[src/rtl/ps2_space_key.sv]
// PS/2 keyboard receiver that tracks whether the space bar is held.
// Exposes each correctly received byte and a frame-error strobe for debug.
module ps2_space_key #(
  parameter int TIMEOUT_CYCLES = 40000,
  parameter int FILTER_LEN     = 8
) (
  input  logic       clk,
  input  logic       rst,
  input  logic       ps2_clk,
  input  logic       ps2_data,
  output logic       space,
  output logic       byte_valid,
  output logic [7:0] rx_byte,
  output logic       frame_err
);

  localparam int CW = $clog2(TIMEOUT_CYCLES + 1);

  localparam logic [7:0] SC_SPACE = 8'h29;
  localparam logic [7:0] SC_BREAK = 8'hF0;
  localparam logic [7:0] SC_EXT   = 8'hE0;

  typedef enum logic [1:0] {RX_IDLE, RX_DATA, RX_PARITY, RX_STOP} rx_state_t;
  typedef enum logic [1:0] {DEC_NORMAL, DEC_BRK, DEC_EXT, DEC_EXT_BRK} dec_state_t;

  // ---------------- input conditioning ----------------
  logic [1:0]            clk_sync, data_sync;
  logic [FILTER_LEN-1:0] filt;
  logic                  fclk;
  logic                  din;
  logic                  fall;

  always_ff @(posedge clk) begin
    if (rst) begin
      clk_sync  <= '1;
      data_sync <= '1;
      filt      <= '1;
      fclk      <= 1'b1;
    end else begin
      clk_sync  <= {clk_sync[0], ps2_clk};
      data_sync <= {data_sync[0], ps2_data};
      filt      <= {filt[FILTER_LEN-2:0], clk_sync[1]};
      if (&filt)
        fclk <= 1'b1;
      else if (~|filt)
        fclk <= 1'b0;
    end
  end

  // Combinational so the edge is seen the cycle the filter fills with zeros.
  assign fall = fclk & ~|filt;
  assign din  = data_sync[1];

  // ---------------- receiver ----------------
  rx_state_t      rx_state, rx_nxt;
  logic [2:0]     bit_cnt, bit_nxt;
  logic [7:0]     shreg, sh_nxt;
  logic           par_bit, par_nxt;
  logic [CW-1:0]  tmo_cnt;
  logic           timeout;
  logic           bv_nxt, fe_nxt;
  logic [7:0]     rxb_nxt;

  assign timeout = (rx_state != RX_IDLE) && !fall &&
                   (tmo_cnt == CW'(TIMEOUT_CYCLES - 1));

  always_comb begin
    rx_nxt  = rx_state;
    bit_nxt = bit_cnt;
    sh_nxt  = shreg;
    par_nxt = par_bit;
    rxb_nxt = rx_byte;
    bv_nxt  = 1'b0;
    fe_nxt  = 1'b0;
    if (timeout) begin
      rx_nxt = RX_IDLE;
      fe_nxt = 1'b1;
    end else if (fall) begin
      unique case (rx_state)
        RX_IDLE: begin
          if (!din) begin
            rx_nxt  = RX_DATA;
            bit_nxt = 3'd0;
          end
        end
        RX_DATA: begin
          sh_nxt  = {din, shreg[7:1]};
          bit_nxt = bit_cnt + 3'd1;
          if (bit_cnt == 3'd7)
            rx_nxt = RX_PARITY;
        end
        RX_PARITY: begin
          par_nxt = din;
          rx_nxt  = RX_STOP;
        end
        RX_STOP: begin
          // Odd parity over data+parity, stop bit must be high.
          if (din && ^{shreg, par_bit}) begin
            rxb_nxt = shreg;
            bv_nxt  = 1'b1;
          end else begin
            fe_nxt  = 1'b1;
          end
          rx_nxt = RX_IDLE;
        end
        default: rx_nxt = RX_IDLE;
      endcase
    end
  end

  always_ff @(posedge clk) begin
    if (rst) begin
      rx_state   <= RX_IDLE;
      bit_cnt    <= 3'd0;
      shreg      <= 8'h00;
      par_bit    <= 1'b0;
      rx_byte    <= 8'h00;
      byte_valid <= 1'b0;
      frame_err  <= 1'b0;
    end else begin
      rx_state   <= rx_nxt;
      bit_cnt    <= bit_nxt;
      shreg      <= sh_nxt;
      par_bit    <= par_nxt;
      rx_byte    <= rxb_nxt;
      byte_valid <= bv_nxt;
      frame_err  <= fe_nxt;
    end
  end

  always_ff @(posedge clk) begin
    if (rst || fall || rx_state == RX_IDLE)
      tmo_cnt <= '0;
    else
      tmo_cnt <= tmo_cnt + 1'b1;
  end

  // ---------------- scan-code decoder ----------------
  dec_state_t dec_state, dec_nxt;
  logic       space_nxt;

  always_comb begin
    dec_nxt   = dec_state;
    space_nxt = space;
    if (frame_err) begin
      dec_nxt = DEC_NORMAL;
    end else if (byte_valid) begin
      unique case (dec_state)
        DEC_NORMAL: begin
          if (rx_byte == SC_BREAK)
            dec_nxt = DEC_BRK;
          else if (rx_byte == SC_EXT)
            dec_nxt = DEC_EXT;
          else if (rx_byte == SC_SPACE)
            space_nxt = 1'b1;
        end
        DEC_BRK: begin
          if (rx_byte == SC_SPACE)
            space_nxt = 1'b0;
          dec_nxt = DEC_NORMAL;
        end
        DEC_EXT:     dec_nxt = (rx_byte == SC_BREAK) ? DEC_EXT_BRK : DEC_NORMAL;
        DEC_EXT_BRK: dec_nxt = DEC_NORMAL;
        default:     dec_nxt = DEC_NORMAL;
      endcase
    end
  end

  always_ff @(posedge clk) begin
    if (rst) begin
      dec_state <= DEC_NORMAL;
      space     <= 1'b0;
    end else begin
      dec_state <= dec_nxt;
      space     <= space_nxt;
    end
  end

endmodule
[config.mk]
export PLATFORM = sky130hd
export DESIGN_NAME = ps2_space_key
export DESIGN_NICKNAME = d
export VERILOG_FILES = /design/src/rtl/ps2_space_key.sv
export SDC_FILE = /design/constraint.sdc
export NUM_CORES = 1
export LEC_CHECK = 0
export CORE_MARGIN = 5
export CORE_UTILIZATION = 45
export DETAILED_ROUTE_END_ITERATION = 12
export PLACE_DENSITY = 0.65
export REMOVE_ABC_BUFFERS = 1
export SLEW_MARGIN = 20
export SYNTH_ARGS = -nofsm -noshare
export SYNTH_HDL_FRONTEND = slang
export SYNTH_SLANG_ARGS = --single-unit
[constraint.sdc]
create_clock -name clk -period 5 [get_ports clk]
set_input_delay 1 -clock clk [delete_from_list [all_inputs] [get_ports clk]]
set_output_delay 1 -clock clk [all_outputs]
set_load 0.02 [all_outputs]
Yosys cells after proc, flatten, opt, wreduce, memory -nomap -nowiden
Index checks and enable logic that the tools add are counted.
{"block": "classes", "n_div": 0, "n_shift": 0, "bitwise_logic": 5, "n_reduce_logical": 27, "eq_ne": 18, "add_sub_neg": 2, "mux": 19, "mul": 0, "n_lt_le_gt_ge": 0}
{"op": "$add 16x1->16 const B", "count": 1}
{"op": "$eq 16x16->1 const B", "count": 1}
{"op": "$eq 8x8->1 const B", "count": 2}
{"op": "$ne 2x2->1 const B", "count": 6}
{"op": "$mux 2", "count": 5}
{"op": "$mux 1", "count": 9}
{"op": "$reduce_and 3->1", "count": 3}
{"op": "$reduce_xor 9->1", "count": 1}
{"op": "$eq 2x2->1 const B", "count": 4}
{"op": "$eq 8x6->1 const B", "count": 1}
{"op": "$pmux 2 s4", "count": 1}
{"op": "$reduce_and 4->1", "count": 2}
{"op": "$reduce_and 8->1", "count": 1}
{"op": "$reduce_or 2->1", "count": 4}
{"op": "$reduce_or 8->1", "count": 1}
{"op": "$reduce_and 7->1", "count": 1}
{"op": "$pmux 2 s3", "count": 1}
{"op": "$pmux 3 s2", "count": 1}
{"op": "$reduce_bool 2->1", "count": 3}
{"op": "$eq 2x1->1 const B", "count": 2}
{"op": "$logic_not 2->1", "count": 2}
{"op": "$not 1->1", "count": 4}
{"op": "$reduce_or 4->1", "count": 1}
{"op": "$add 3x1->3 const B", "count": 1}
{"op": "9 further kinds", "count": 13}
{"block": "word_totals", "register_bits": 56, "mem_count": 0, "ramBits": 0, "rom_bits": 0, "latchBits": 0, "out_inout_bits": 11, "elab_cells": 85, "inputBits": 4}

Depth between registers and ports, before layout
Gate-level depths: netlist of run 1.
{"block": "logic_depth", "ltp_word": 8, "ltp_mapped": 9, "depth_no_buf": 7}

Worst setup path before layout of run 1
Ideal clock, no wire load.
{"block": "synth_timing", "path_type": "input to register", "start": "input port rst", "end": "register tmo_cnt[10]", "t_arrival_ns": 1.874, "path_buffers": 3, "slack_ns": 3.062, "setup_ns": 0.064, "stages": 5, "path_cell_list": "buf_6 -> or3_1 -> clkbuf_1 -> buf_2 -> nor2_1"}
{"block": "synth_via", "elab_chain_cells": 2}
{"item": "from (decl)", "line": "8", "rtl": "input logic rst,"}
{"item": "$logic_or 1x1->1 (2 in a row)", "line": "132", "rtl": "if (rst || fall || rx_state == RX_IDLE)"}
{"item": "to (signal assigned)", "line": "135", "rtl": "tmo_cnt <= tmo_cnt + 1'b1;"}
{"item": "to (decl)", "line": "59", "rtl": "logic [CW-1:0] tmo_cnt;"}
No other way between the ends.
A chain may end at the register's enable or synchronous reset.

Worst setup path after layout of run 1
{"block": "layout_timing", "start": "register rx_byte[3]", "end": "output port rx_byte[3]"}
{"item": "from (decl)", "line": "13", "rtl": "output logic [7:0] rx_byte,"}
{"item": "from (signal assigned)", "line": "125", "rtl": "rx_byte <= rxb_nxt;"}
No word-level cell between the ends.

==> reports/qor.csv, run 1 <==
stage,metric,value,unit
outcome,status,"complete, no violations",
timing,fmax,0.4270,GHz
timing,slew_violations,0,
floorplan,num_rows,26,
place,gp_congestion,0.7900,
finish,drive_above_1_share,9.630,%
synth,synth_top_area_cell,dfxtp_1,
floorplan,boundaryPins,15,
floorplan,start_util,46.52,%
clock_network,cts_buffer_depth,2,
worst_setup_path,cp.arrival,1.34,ns
clock_network,post-cts-setup-buffers,0,
detailed_routing,drt_iter0_markers,102,
synth,synthTopCellsByArea,"dfxtp_1 (47%), nand3_1 (5.0%), xor2_1 (4.8%)",
timing,setup_viol,0,
global_routing,gr-usage-met3,3.564,%
finish,postLayoutCoreUtil,51.48,%
synth,synth.avg_cell_area,9.232,um^2
global_routing,met2_usage,19.61,%
global_routing,grt_max_degree,38,
timing,fin_tns_setup,0,ns
finish,syn_to_final_growth,10.68,%
synth,ys_types,39,
synth,yosysWarnings,0,
power_and_ir_drop,p_per_area,281.9,nW/um^2
clock_network,cts.hold.buffers_added,0,
synth,synthArstFlopShare,0,%
run,timing.max_cap.violations,0,
place,hpwlAfterDp,3007,um
synth,netlist.area_leader.share,46.89,%
synth,netlist_area,2391,um^2
timing,tightest_slew,0.6490,ns
global_routing,antenna_found_initial,0,
power_and_ir_drop,power.leakage,0.8893,nW
synth,ys_ff_latch,56,
synth,ys_dominant_reg_cell,dfxtp_1,
worst_setup_path,worst-path-buf-inv,1,
worst_setup_path,crit_required,4.00,ns
worst_setup_path,crit_fanout,5,
detailed_routing,wl_per_cell,12.55,um
worst_setup_path,crit_family,buffers and inverters,
clock_network,h-tree-depth,2,
floorplan,coreArea,5140,um^2
global_routing,use_met1,17.67,%
worst_setup_path,slowest_delay,0.63,ns
detailed_routing,drt_first_pass_iters,4,
detailed_routing,vias,1753,
global_routing,grt_pass1_vias,1631,
timing,slew_headroom,56.42,%
power_and_ir_drop,vdd_ir_drop_max,143.9,uV
clock_network,cts.clk_slew.worst_paths,0.10,ns
worst_setup_path,crit_type,flop to output pin,
place,placed_area,2539,um^2
power_and_ir_drop,power.total,746.1,uW
finish,fillerInstances,500,
worst_setup_path,crit_slowest_cell,clkdlybuf4s50_1,
timing,hold_viol,0,
synth,synth.cells.most_frequent,"dfxtp_1 (56), nand3_1 (24), a21oi_1 (21), nor2_1 (21), nand2_1 (20)",
global_routing,busiest_layer,met2,
synth,yosysMostFrequentCell,dfxtp_1,
clock_network,cts_sinks,56,
clock_network,numCtsBuffers,5,
floorplan,die_w,82.90,um
finish,multiInputGateArea,1149,um^2
worst_setup_path,worstPathCellList,clkdlybuf4s50_1,
timing,min_period,2.342,ns
finish,diodes,0,
clock_network,clockRootBuffer,clkbuf_8,
clock_network,clkLatencyLatePin,0.30,ns
timing,clock-skew-final,0.01271,ns
detailed_routing,routed_via_density,5.156,
global_routing,track_usage,12.97,%
finish,finalInstanceArea,2646,um^2
global_routing,overflow,0,
place,port-buffer-count,14,
synth,yosysSeqAreaShare,46.89,%
detailed_routing,drcViolationCount,0,
detailed_routing,ant_nets,0,
timing,rsz0062_at_grt,no,
finish,nets,281,
floorplan,die_y,82.90,um
worst_setup_path,worstSetupEndpointType,output pin,
worst_setup_path,cp-start-kind,flop,
detailed_routing,wl,4267,um
clock_network,cts_tree,built,
timing,fin_crit_sh,46.84,%
hold_path,hold_path_class,flop to flop,
synth,synth-edff-count,0,
finish,seq_area,1121,um^2
clock_network,cts_resized,0,
floorplan,dieArea,6872,um^2
global_routing,grt_pass1_wl,7541,um
synth,synth_cells,259,
==> cell families after synthesis <==
family,Yosys count,share of synthesized area [%]
adder cells (fa/ha/maj),8,4.186
XOR/XNOR,20,7.902
flip-flops,56,46.89
buffers and inverters,21,5.076
AO/OA/AOI/OAI,43,10.99
AND/OR/NAND/NOR,109,24.12
multiplexers,2,0.8373
==> flip-flops by register name, summed over array words and instances, names as in the netlist <==
name	count
frame_err	1
rx_byte	8
shreg	8
tmo_cnt	16
par_bit	1
bit_cnt	3
byte_valid	1
filt	8
rx_state	2
data_sync	2
dec_state	2
clk_sync	2
fclk	1
space	1
==> layout by cell type (no fill, tap or decap), types with 2 or more instances in the layout <==
master / count
or2_2: 12
a21oi_1: 21
a22oi_1: 2
o2111ai_1: 2
nor3_1: 5
and3_1: 3
ha_1: 8
nor4_1: 2
nand2_1: 20
or3_1: 3
nor2_1: 21
dfxtp_1: 56
and2_1: 3
nand4_1: 8
clkbuf_8: 5
nand3_1: 24
xor2_1: 13
or4_4: 3
inv_1: 9
clkdlybuf4s50_1: 14
o21ai_0: 10
a211oi_1: 2
mux2i_1: 2
xnor2_1: 6
==> where the power goes <==
part / internal (mW) / total, mW / leakage [nW] / switching (mW)
clock network: 0.149 / 0.287 / 0.0552 / 0.138
logic: 0.00436 / 0.00987 / 0.382 / 0.00551
registers: 0.448 / 0.449 / 0.452 / 0.00138
==> area by class of cell <==
cell class,count,share of cell area [%]
Multi-Input combinational cell,182,43.40
Sequential cell,56,42.36
Timing Repair Buffer,15,5.579
Tap cell,70,3.310
Clock buffer,6,2.742
Clock inverter,2,1.324
Inverter,9,1.277
==> layer usage <==
| layer | up-vias | share of wire, % | routed length, um |
|---|---|---|---|
| li1 | 913 | - | - |
| met1 | 807 | 50 | 2126 |
| met2 | 29 | 45 | 1924 |
| met3 | 4 | 3.6 | 155 |
| met4 | 0 | 1.4 | 59 |
| met5 | - | 0 | 0 |
==> per-stage QoR <==
step,setup WS [ns],cells,hold slack [ns]
after global routing,2.602,340,0.4327
final,2.658,340,0.4160
after global placement,2.432,332,0.3934
after floorplan,3.120,247,0.3895
after CTS,2.644,340,0.4193
after detailed placement,2.413,332,0.3955
==> final timing paths <==
check,endpoint,depth (start not counted),startpoint,slack [ns]
max,rx_byte[3],1,rx_byte[3]$_SDFFE_PP0P_,2.66
min,filt[0]$_SDFF_PP1_,1,clk_sync[1]$_SDFF_PP1_,0.42
max reg2reg,rx_byte[6]$_SDFFE_PP0P_,5,filt[5]$_SDFF_PP1_,2.78
min reg2reg,filt[0]$_SDFF_PP1_,1,clk_sync[1]$_SDFF_PP1_,0.42
No activity file was read; power rests on OpenSTA's default activity.
==> run 2: changes to the inputs <==
--- a/config.mk
+++ b/config.mk
@@ -8,7 +8,7 @@
 export CORE_MARGIN = 5
 export CORE_UTILIZATION = 45
 export DETAILED_ROUTE_END_ITERATION = 12
-export PLACE_DENSITY = 0.65
+export PLACE_DENSITY = 0.68
 export REMOVE_ABC_BUFFERS = 1
 export SLEW_MARGIN = 20
 export SYNTH_ARGS = -nofsm -noshare
==> constraint.sdc (replaced) <==
create_clock -name clk -period 1.9 [get_ports clk]
set_input_delay 0.38 -clock clk [delete_from_list [all_inputs] [get_ports clk]]
set_output_delay 0.38 -clock clk [all_outputs]
set_load 0.02 [all_outputs]
==> run 2 against run 1 <==
Compared with the run above:
- cell area increased by 6.0%
- sequential power increased to 2.6 times the previous value
- non-clock buffer count increased by 11
- cell count increased by 2.9%
- combinational power increased to 3.0 times the previous value
- core utilization increased by 3.1 points
- critical path type is now flop to flop
- largest cell class unchanged
==> reports/qor.csv, run 2 (synthesized netlist as in run 1, its figures left out) <==
stage,metric,value,unit,change
worst_setup_path,crit_family,simple AND/OR/NAND/NOR gates,,
worst_setup_path,cp-start-kind,flop,,
floorplan,dieArea,6872,um^2,unchanged
timing,tightest_slew,0.6022,ns,-0.04679 ns
timing,fmax,0.5440,GHz,
timing,rsz0062_at_grt,yes,,
floorplan,die_y,82.90,um,unchanged
finish,syn_to_final_growth,17.27,%,
worst_setup_path,slowest_delay,0.56,ns,-0.07 ns
timing,slew_headroom,59.57,%,+3.1 points
global_routing,grt_pass1_vias,1776,,+8.9%
global_routing,overflow,0,,unchanged
detailed_routing,top_layer,met4,,
clock_network,clkLatencyLatePin,0.30,ns,about the same
place,hpwlAfterDp,3169,um,+5.4%
clock_network,numCtsBuffers,5,,unchanged
floorplan,coreArea,5140,um^2,unchanged
run,timing.max_cap.violations,0,,unchanged
clock_network,cts_sinks,56,,unchanged
floorplan,boundaryPins,15,,unchanged
worst_setup_path,cp_common_cell,or4_4,,
finish,largest_register_ffs,16,,unchanged
power_and_ir_drop,vdd_ir_drop_max,347.1,uV,+140%
finish,postLayoutCoreUtil,54.55,%,+3.1 points
worst_setup_path,worstPathCellList,"or4_4, or4_4, a21oi_4, a22oi_1, nor2_1",,
global_routing,grt_max_degree,24,,-37%
power_and_ir_drop,p_per_area,674.7,nW/um^2,+140%
global_routing,track_usage,13.05,%,+0.088 points
worst_setup_path,crit_type,flop to flop,,
detailed_routing,drt_iter0_markers,81,,-21%
global_routing,grt_pass1_wl,7679,um,+1.8%
detailed_routing,met3_length,159,um,+2.6%
finish,final_common_cell,dfxtp_1,,
timing,hold_viol,0,,unchanged
hold_path,hold_depth,1,,unchanged
worst_setup_path,crit_fanout,3,,-2
worst_setup_path,reg2reg_depth,5,,unchanged
detailed_routing,wl,4420,um,+3.6%
detailed_routing,drt_first_pass_iters,4,,unchanged
finish,diodes,0,,unchanged
place,port-buffer-count,14,,unchanged
clock_network,h-tree-depth,2,,unchanged
finish,final_cell_mix,"dfxtp_1 (53), nand3_1 (23), a21oi_1 (21), nand2_1 (20), nor2_1 (20)",,
timing,fin_crit_sh,96.75,%,
timing,min_period,1.838,ns,
worst_setup_path,crit_cells,5,,+4
place,gp_congestion,0.7842,,-0.73%
floorplan,die_w,82.90,um,unchanged
worst_setup_path,cp.arrival,2.08,ns,+0.74 ns
clock_network,cts.hold.buffers_added,0,,unchanged
clock_network,clockRootBuffer,clkbuf_8,,
outcome,status,"complete, no violations",,
detailed_routing,wl_met2,2105,um,+9.4%
clock_network,cts_tree,built,,
worst_setup_path,crit_required,2.14,ns,-1.86 ns
global_routing,antenna_found_initial,0,,unchanged
detailed_routing,wl_per_cell,12.63,um,+0.63%
finish,largest_register,tmo_cnt,,
clock_network,cts_buffer_depth,2,,unchanged
hold_path,hold_path_class,flop to flop,,
timing,clock-skew-final,0.005490,ns,-0.007221 ns
finish,nets,292,,+3.9%
timing,whs,0.4162,ns,+0.0002220 ns
worst_setup_path,crit_slowest_cell,or4_4,,
floorplan,num_rows,26,,unchanged
worst_setup_path,worst-path-buf-inv,0,,-1
detailed_routing,vias,1816,,+3.6%
detailed_routing,drcViolationCount,0,,unchanged
timing,setup_viol,0,,unchanged
clock_network,cts.clk_slew.worst_paths,0.09,ns,about the same
finish,drive_above_1_share,17.50,%,+7.9 points
worst_setup_path,worstSetupEndpointType,flop,,
detailed_routing,wl_met1,2128,um,about the same
detailed_routing,ant_nets,0,,unchanged
floorplan,start_util,46.52,%,unchanged
timing,slew_violations,0,,unchanged
detailed_routing,routed_via_density,5.189,,+0.63%
power_and_ir_drop,power.leakage,0.9634,nW,+8.3%
-- run 2: layer usage --
metal	up-vias	track usage, %
li1	932	-
met1	856	16.66
met2	26	21.65
met3	2	3.564
met4	0	3.566
met5	-	0
-- run 2: stage by stage --
| step | TNS (ns) | instance area [um^2] | total power, mW | setup slack, ns | cells |
|---|---|---|---|---|---|
| global placement | 0 | 2626 | 1.239 | 0.01910 | 342 |
| finish | 0 | 2804 | 1.892 | 0.06179 | 350 |
| detailed placement | -0.4504 | 2626 | 1.239 | -0.07226 | 342 |
| CTS | 0 | 2750 | 1.915 | 0.05535 | 350 |
| floorplan | 0 | 2303 | 1.215 | 0.01979 | 247 |
| global route | -0.1375 | 2804 | 1.964 | -0.03357 | 350 |
-- run 2: power by group --
group	total [mW]	leakage (nW)	switching, mW	internal, mW
Clock	0.680	0.0503	0.355	0.325
Sequential	1.18	0.453	0.00388	1.18
Combinational	0.0299	0.460	0.0157	0.0142
-- run 2: path summary, 6_finish.rpt --
check                              start                       to  slack, ns
setup reg to reg      filt[7]$_SDFF_PP1_  bit_cnt[1]$_SDFFE_PP0P_       0.06
setup / recovery      filt[7]$_SDFF_PP1_  bit_cnt[1]$_SDFFE_PP0P_       0.06
hold reg to reg   clk_sync[0]$_SDFF_PP1_   clk_sync[1]$_SDFF_PP1_       0.42
hold / removal    clk_sync[0]$_SDFF_PP1_   clk_sync[1]$_SDFF_PP1_       0.42
-- run 2: worst register-to-register path, cell delays in order (launching register included) --
cell,delay [ns]
dfxtp_2,0.33
or4_4,0.56
or4_4,0.55
a21oi_4,0.16
a22oi_1,0.09
nor2_1,0.10
-- run 2: final cells by class --
class	instances	area [um^2]
fillers	523	2336
multi-input cells	182	1202
clock buffers	7	96.34
inverters	9	33.78
flip-flops and latches	56	1125
repair buffers	26	259.0
well taps	70	87.58
-- run 2: timing repair --
item                                    in CTS  in global routing
endpoints found under the setup margin      10                 14
cloned                                       0                  0
pin swaps                                    1                  4
gates resized for setup                      1                 14
buffers inserted                             1                  0
==> run 3: changes to the inputs <==
--- a/config.mk
+++ b/config.mk
@@ -5,10 +5,11 @@
 export SDC_FILE = /design/constraint.sdc
 export NUM_CORES = 1
 export LEC_CHECK = 0
-export CORE_MARGIN = 5
-export CORE_UTILIZATION = 45
+export CORE_MARGIN = 3
+export CORE_UTILIZATION = 31
 export DETAILED_ROUTE_END_ITERATION = 12
-export PLACE_DENSITY = 0.68
+export GPL_TIMING_DRIVEN = 0
+export PLACE_DENSITY = 0.51
 export REMOVE_ABC_BUFFERS = 1
 export SLEW_MARGIN = 20
 export SYNTH_ARGS = -nofsm -noshare
==> run 3 against run 2 <==
Compared with the run above:
- maximum frequency decreased by 1.2%
- cell area increased by 1.1%
- critical path depth unchanged
- combinational power is 14% lower
- critical endpoint is now shreg[4]$_SDFFE_PP0P_
- worst setup slack lost 0.023 ns
- sequential share of layout area down 0.51 points
- count of clock-buffer cells in the layout is the same
- die area is 28% higher
- via count down 2.4%
==> reports/qor.csv, run 3 (synthesized netlist as in run 1, its figures left out) <==
stage,metric,value,unit,change
finish,final_cell_mix,"dfxtp_1 (55), nand3_1 (23), a21oi_1 (20), nor2_1 (20), nand2_1 (19)",,
worst_setup_path,crit_cells,5,,unchanged
power_and_ir_drop,p_sw_share,19.13,%,-0.66 points
power_and_ir_drop,vdd_ir_drop_max,314.2,uV,-9.5%
global_routing,grt_pass1_wl,7610,um,-0.90%
worst_setup_path,crit_type,flop to flop,,
detailed_routing,drt_iter0_markers,53,,-35%
finish,finalInstanceArea,2834,um^2,+1.1%
worst_setup_path,cp.arrival,2.02,ns,-0.06 ns
finish,syn_to_final_growth,18.52,%,
power_and_ir_drop,p_int,1.654,mW,+9.0%
global_routing,grt_pass1_vias,1659,,-6.6%
finish,diodes,0,,unchanged
power_and_ir_drop,power.leakage,0.9309,nW,-3.4%
clock_network,cts.hold.buffers_added,0,,unchanged
timing,fin_crit_sh,97.94,%,+1.2 points
timing,min_period,1.861,ns,+0.02274 ns
detailed_routing,drcViolationCount,0,,unchanged
place,hpwlAfterDp,2982,um,-5.9%
place,place_ws,-0.3096,ns,-0.2374 ns
floorplan,die_y,93.83,um,+13%
worst_setup_path,worst-path-buf-inv,1,,+1
power_and_ir_drop,p_sw,391.2,uW,+4.5%
timing,layout_setup_ws,0.03905,ns,-0.02274 ns
power_and_ir_drop,power_frac_comb,1.3,%,-0.3 points
worst_setup_path,endpoint,shreg[4]$_SDFFE_PP0P_,,
detailed_routing,drt_first_pass_iters,4,,unchanged
timing,rsz0062_at_grt,yes,,
detailed_routing,vias,1773,,-2.4%
place,port-buffer-count,14,,unchanged
floorplan,die_w,93.83,um,+13%
global_routing,track_usage,10.64,%,-2.4 points
clock_network,cts.clk_slew.worst_paths,0.10,ns,about the same
floorplan,coreArea,7370,um^2,+43%
outcome,status,"complete, no violations",,
global_routing,grt_max_degree,38,,+58%
finish,largest_register,tmo_cnt,,
detailed_routing,wl_per_cell,11.51,um,-8.9%
power_and_ir_drop,power.total,2.045,mW,+8.1%
floorplan,boundaryPins,15,,unchanged
place,placed_area,2562,um^2,-2.4%
worst_setup_path,worstSetupEndpointType,flop,,
clock_network,clockRootBuffer,clkbuf_8,,
timing,hold_viol,0,,unchanged
power_and_ir_drop,pwr-share-seq,57.8,%,-4.7 points
timing,setup_viol,0,,unchanged
detailed_routing,wl,4270,um,-3.4%
worst_setup_path,rr_startpoint,filt[7]$_SDFF_PP1_,,
timing,fmax,0.5374,GHz,-1.2%
clock_network,clkLatencyLatePin,0.30,ns,about the same
worst_setup_path,crit_start,filt[7]$_SDFF_PP1_,,
worst_setup_path,cp_common_cell,or4_4,,
finish,fillerInstances,756,,+45%
clock_network,cts_sinks,56,,unchanged
clock_network,cts_buffer_depth,2,,unchanged
worst_setup_path,reg2reg_depth,5,,unchanged
floorplan,num_rows,31,,+19%
clock_network,h-tree-depth,2,,unchanged
timing,whs,0.4165,ns,+0.0002900 ns
finish,drive_above_1_share,16.91,%,-0.59 points
finish,nets,283,,-3.1%
timing,slew_violations,0,,unchanged
global_routing,antenna_found_initial,0,,unchanged
detailed_routing,routed_via_density,4.779,,-7.9%
worst_setup_path,crit_fanout,8,,+5
worst_setup_path,r2r-end,shreg[4]$_SDFFE_PP0P_,,
clock_network,cts_tree,built,,
power_and_ir_drop,p_per_area,721.5,nW/um^2,+6.9%
floorplan,start_util,32.44,%,-14 points
worst_setup_path,slowest_delay,0.57,ns,about the same
hold_path,hold_path_class,flop to flop,,
clock_network,numCtsBuffers,5,,unchanged
worst_setup_path,crit_family,simple AND/OR/NAND/NOR gates,,
timing,slew_headroom,51.79,%,-7.8 points
finish,largest_register_ffs,16,,unchanged
timing,fin_tns_setup,0,ns,unchanged
place,gp_congestion,0.7041,,-10%
worst_setup_path,crit_required,2.06,ns,-0.08 ns
power_and_ir_drop,pwr-share-clk,40.9,%,+4.9 points
detailed_routing,ant_nets,0,,unchanged
timing,clock-skew-final,0.009040,ns,+0.003550 ns
worst_setup_path,cp-start-kind,flop,,
global_routing,overflow,0,,unchanged
floorplan,dieArea,8803,um^2,+28%
timing,tightest_slew,0.7180,ns,+0.1158 ns
worst_setup_path,rrSetupSlack,0.04,ns,-0.02 ns
worst_setup_path,worstPathCellList,"or4_4, or4_4, buf_12, nand2_1, a21oi_1",,
finish,final_common_cell,dfxtp_1,,
worst_setup_path,crit_slowest_cell,or4_4,,
run,timing.max_cap.violations,0,,unchanged
## run 3: worst register-to-register path: stages (launching register included)
cell	delay (ns)
dfxtp_2	0.33
or4_4	0.57
or4_4	0.54
buf_12	0.16
nand2_1	0.06
a21oi_1	0.06
## run 3: power groups by stage
stage / Combinational [mW] / Sequential, mW / Clock (mW)
2_1_floorplan: 0.00743 / 1.21 / 0
3_3_place_gp: 0.0259 / 1.21 / 0
3_5_place_dp: 0.0245 / 1.21 / 0
4_1_cts: 0.0245 / 1.18 / 0.871
5_1_grt: 0.0288 / 1.18 / 0.919
6_report: 0.0257 / 1.18 / 0.837
## run 3: worst min path at each step
stage / startpoint / endpoint / slack [ns] / depth (start not counted)
after detailed placement: clk_sync[1]$_SDFF_PP1_ / filt[0]$_SDFF_PP1_ / 0.39 / 1
after floorplan: clk_sync[0]$_SDFF_PP1_ / clk_sync[1]$_SDFF_PP1_ / 0.39 / 1
after CTS: clk_sync[1]$_SDFF_PP1_ / filt[0]$_SDFF_PP1_ / 0.42 / 1
after global placement: clk_sync[1]$_SDFF_PP1_ / filt[0]$_SDFF_PP1_ / 0.39 / 1
final: clk_sync[1]$_SDFF_PP1_ / filt[0]$_SDFF_PP1_ / 0.42 / 1
after global routing: clk_sync[1]$_SDFF_PP1_ / filt[0]$_SDFF_PP1_ / 0.42 / 1
## run 3: timing repair
action / in CTS / in global routing
setup buffers: 2 / 1
setup endpoints to repair: 30 / 25
pin swaps: 2 / 4
endpoints found under the hold margin: 0 / 0
resized for setup: 4 / 23
## run 3: final cells by class
class,instances,area [um^2],area share [%]
Inverter,9,33.78,1.192
Tap cell,99,123.9,4.371
Multi-Input combinational cell,182,1257,44.37
Sequential cell,56,1122,39.60
Timing Repair Buffer,17,170.2,6.004
Clock inverter,1,30.03,1.060
Clock buffer,7,96.34,3.400
## run 3: per-layer routing
layer  share of wire (%)  global-route usage (%)  up-vias
li1                    -                       -      919
met1                  50                   13.90      837
met2                  46                   17.21       13
met3                 2.7                   2.724        4
met4                 1.0                   3.249        0
met5                   0                       0        -
## run 3: metrics by stage
step | util (%) | instances
after floorplan | - | 247
after global placement | 34.84 | 360
after detailed placement | 34.77 | 360
after CTS | 37.16 | 370
after global routing | 38.46 | 371
final | 38.46 | 371
==> RTL change: new RTL, flow settings as in run 3 <==
Set the parameter `TIMEOUT_CYCLES` to 80000 (it was 40000).
--- a/src/rtl/ps2_space_key.sv
+++ b/src/rtl/ps2_space_key.sv
@@ -1,7 +1,7 @@
 // PS/2 keyboard receiver that tracks whether the space bar is held.
 // Exposes each correctly received byte and a frame-error strobe for debug.
 module ps2_space_key #(
-  parameter int TIMEOUT_CYCLES = 40000,
+  parameter int TIMEOUT_CYCLES = 80000,
   parameter int FILTER_LEN     = 8
 ) (
   input  logic       clk,
Function: same outputs for any inputs over 10 cycles, from zero or initial values and one cycle with rst high; that may be too few to reach the edited logic, so the function may still have changed.
==> RTL change against run 3 <==
- final cell count increased by 4.6%
- sequential cell count increased by 1
- wire length increased by 6.4%
- clock skew decreased by 0.0028 ns
- worst setup slack improved by 0.064 ns
- synthesized area unchanged
- cell area increased by 2.7%
- power increased by 23%
- global-route usage increased by 0.86 points
- critical path type unchanged
- largest power group is now clock
==> RTL change: results (changes against run 3) <==
stage,metric,value,unit,change
synthesis,mux contribution to synthesized area,1.26,%,+0.42 points
drt,initial DRC count,63,,+19%
clock_tree,postcts setup bufs,1,,-1
synthesis,"top cells by area, synth","dfxtp_1 48%, nor2_1 4.9%, a21oi_1 4.6%",,
global_routing,initial antenna violation count,0,,unchanged
global_routing,met2 Track Usage GR,17.4,%,+0.24 points
placed_design,IO Port Bufs,14,,unchanged
pwr,sequential share of power,47.8,%,-10 points
clock_tree,"Reg clk slew, reported paths",0.07,ns,-0.03 ns
min_path,hold crit path type,reg2reg,,
pwr,internal power,0.00201,W,+22%
finish,fill count,764,,+1.1%
finish,Antenna diodes,0,,unchanged
synthesis,Syn. warnings,0,,unchanged
drt,Via-to-Cell Ratio,4.67,,-2.3%
pwr,maximum vdd drop,0.381,mV,+21%
global_routing,vias in the first global route,1705,,+2.8%
synthesis,compound-cell area share of the yosys netlist,10.3,%,-0.68 points
pwr,leakage power,1.01,nW,+8.2%
drt,WL met2,1.99,mm,+1.2%
synthesis,Post-synth ARST share,0,%,unchanged
finish,Largest Register,tmo_cnt,,
timing,Setup Viol. Count Final,0,,unchanged
finish,nets,296,,+4.6%
synthesis,sequential area share after synthesis,47.7,%,+0.84 points
finish,Synth-to-Final Area Change,21.8,%,
worst_setup_path,CP Max Fanout,8,,unchanged
placed_design,placed instance area,0.00261,mm2,+1.8%
drt,met1 wire length,2.22,mm,+3.2%
placed_design,GP Congestion,0.757,,+7.5%
global_routing,GRT met1 Usage,14.1,%,+0.16 points
timing,Setup Skew,0.00622,ns,-0.00282 ns
clock_tree,CTS root buf,clkbuf_8,,
drt,highest metal used,met4,,
global_routing,first-pass GRT wire length,7.85,mm,+3.2%
pwr,P_comb,0.0000253,W,-2%
synthesis,adder-cell share of the synthesized area,4.19,%,unchanged
run_status,status,finished clean,,
placed_design,HPWL Detailed,3.11,mm,+4.2%
floorplanning,die width,93.8,um,unchanged
drt,DR WL met3,235,um,+100%
clock_tree,Resized cells post-CTS,2,,-2
synthesis,XOR/XNOR share of the synthesized area,9.00,%,+1.1 points
clock_tree,total clock buffers created by CTS,9,,+4
finish,share of layout cells above drive strength 1,14.5,%,-2.4 points
drt,DR pass1 iterations,4,,unchanged
global_routing,Tot GR Track Use,11.5,%,+0.86 points
global_routing,met3 Use GR,4.17,%,+1.4 points
synthesis,Yosys cell types,33,,-15%
worst_setup_path,Worst EP arrival,2.06,ns,+0.04 ns
synthesis,most frequent cells after synthesis,"57 x dfxtp_1, 31 x nor2_1, 22 x a21oi_1",,
clock_tree,CTS max path bufs,2,,unchanged
clock_tree,CTS H-Tree Depth,3,,+1
finish,max reg flops,17,,+1
timing,Worst-Margin Slew,0.634,ns,-0.0841 ns
global_routing,largest net degree at the start of global routing,40,,+5.3%
clock_tree,Clock Latency Late Sink,0.34,ns,+0.04 ns
drt,Total Wirelength,4.55,mm,+6.4%
[RTL change: cell types whose count changed after synthesis, sizes merged, moves of 2 or more]
cell	before	now
and2	3	1
buf	5	3
nand2	20	16
nand2b	0	2
nand3	24	18
nor2	21	31
nor3	6	9
nor4	2	4
o21ai	10	18
or4	4	0
xnor2	6	9
[RTL change: worst max-delay path: stages, from the launching register on]
cell and delay [ns]:
dfxtp_2 0.34, xnor2_1 0.16, xnor3_2 0.53, nor4b_4 0.29, buf_4 0.17, o21ai_0 0.09, a21oi_1 0.14
[RTL change: final timing paths]
kind / from / endpoint / slack, ns / cells after the start
max: shreg[2] / rx_byte[7] / 0.10 / 6
min reg2reg: clk_sync[0] / clk_sync[1] / 0.42 / 1
min: clk_sync[0] / clk_sync[1] / 0.42 / 1
max reg2reg: shreg[2] / rx_byte[7] / 0.10 / 6
[RTL change: cell families (layout without fill, tap and decap cells)]
family	after synthesis	after routing
AOI/OAI and AO/OA	46	46
xor gates and xnor gates	22	22
adders and majority gates	8	8
buffers and inverters	19	42
DFF	57	57
muxes	3	3
and+or+nand+nor	111	111
[RTL change: cell type report]
type,instances,area share (%)
Multi-Input combinational cell,190,42.0
Timing Repair Buffer,17,5.41
Tap cell,99,4.25
Sequential cell,57,39.3
Clock buffer,11,5.20
Clock inverter,5,2.66
Inverter,9,1.16
[RTL change: metrics by stage]
stage	hold WS, ns	setup WS [ns]	cells	TNS (ns)	power, W
6_report	0.417	0.103	388	0	0.00252
4_1_cts	0.417	0.00808	386	0	0.00256
3_5_place_dp	0.400	-0.145	369	-2.83	0.00126
3_3_place_gp	0.396	-0.806	369	-22.24	0.00126
5_1_grt	0.425	-0.0226	388	-0.0452	0.00261
2_1_floorplan	0.389	0.225	256	0	0.00124
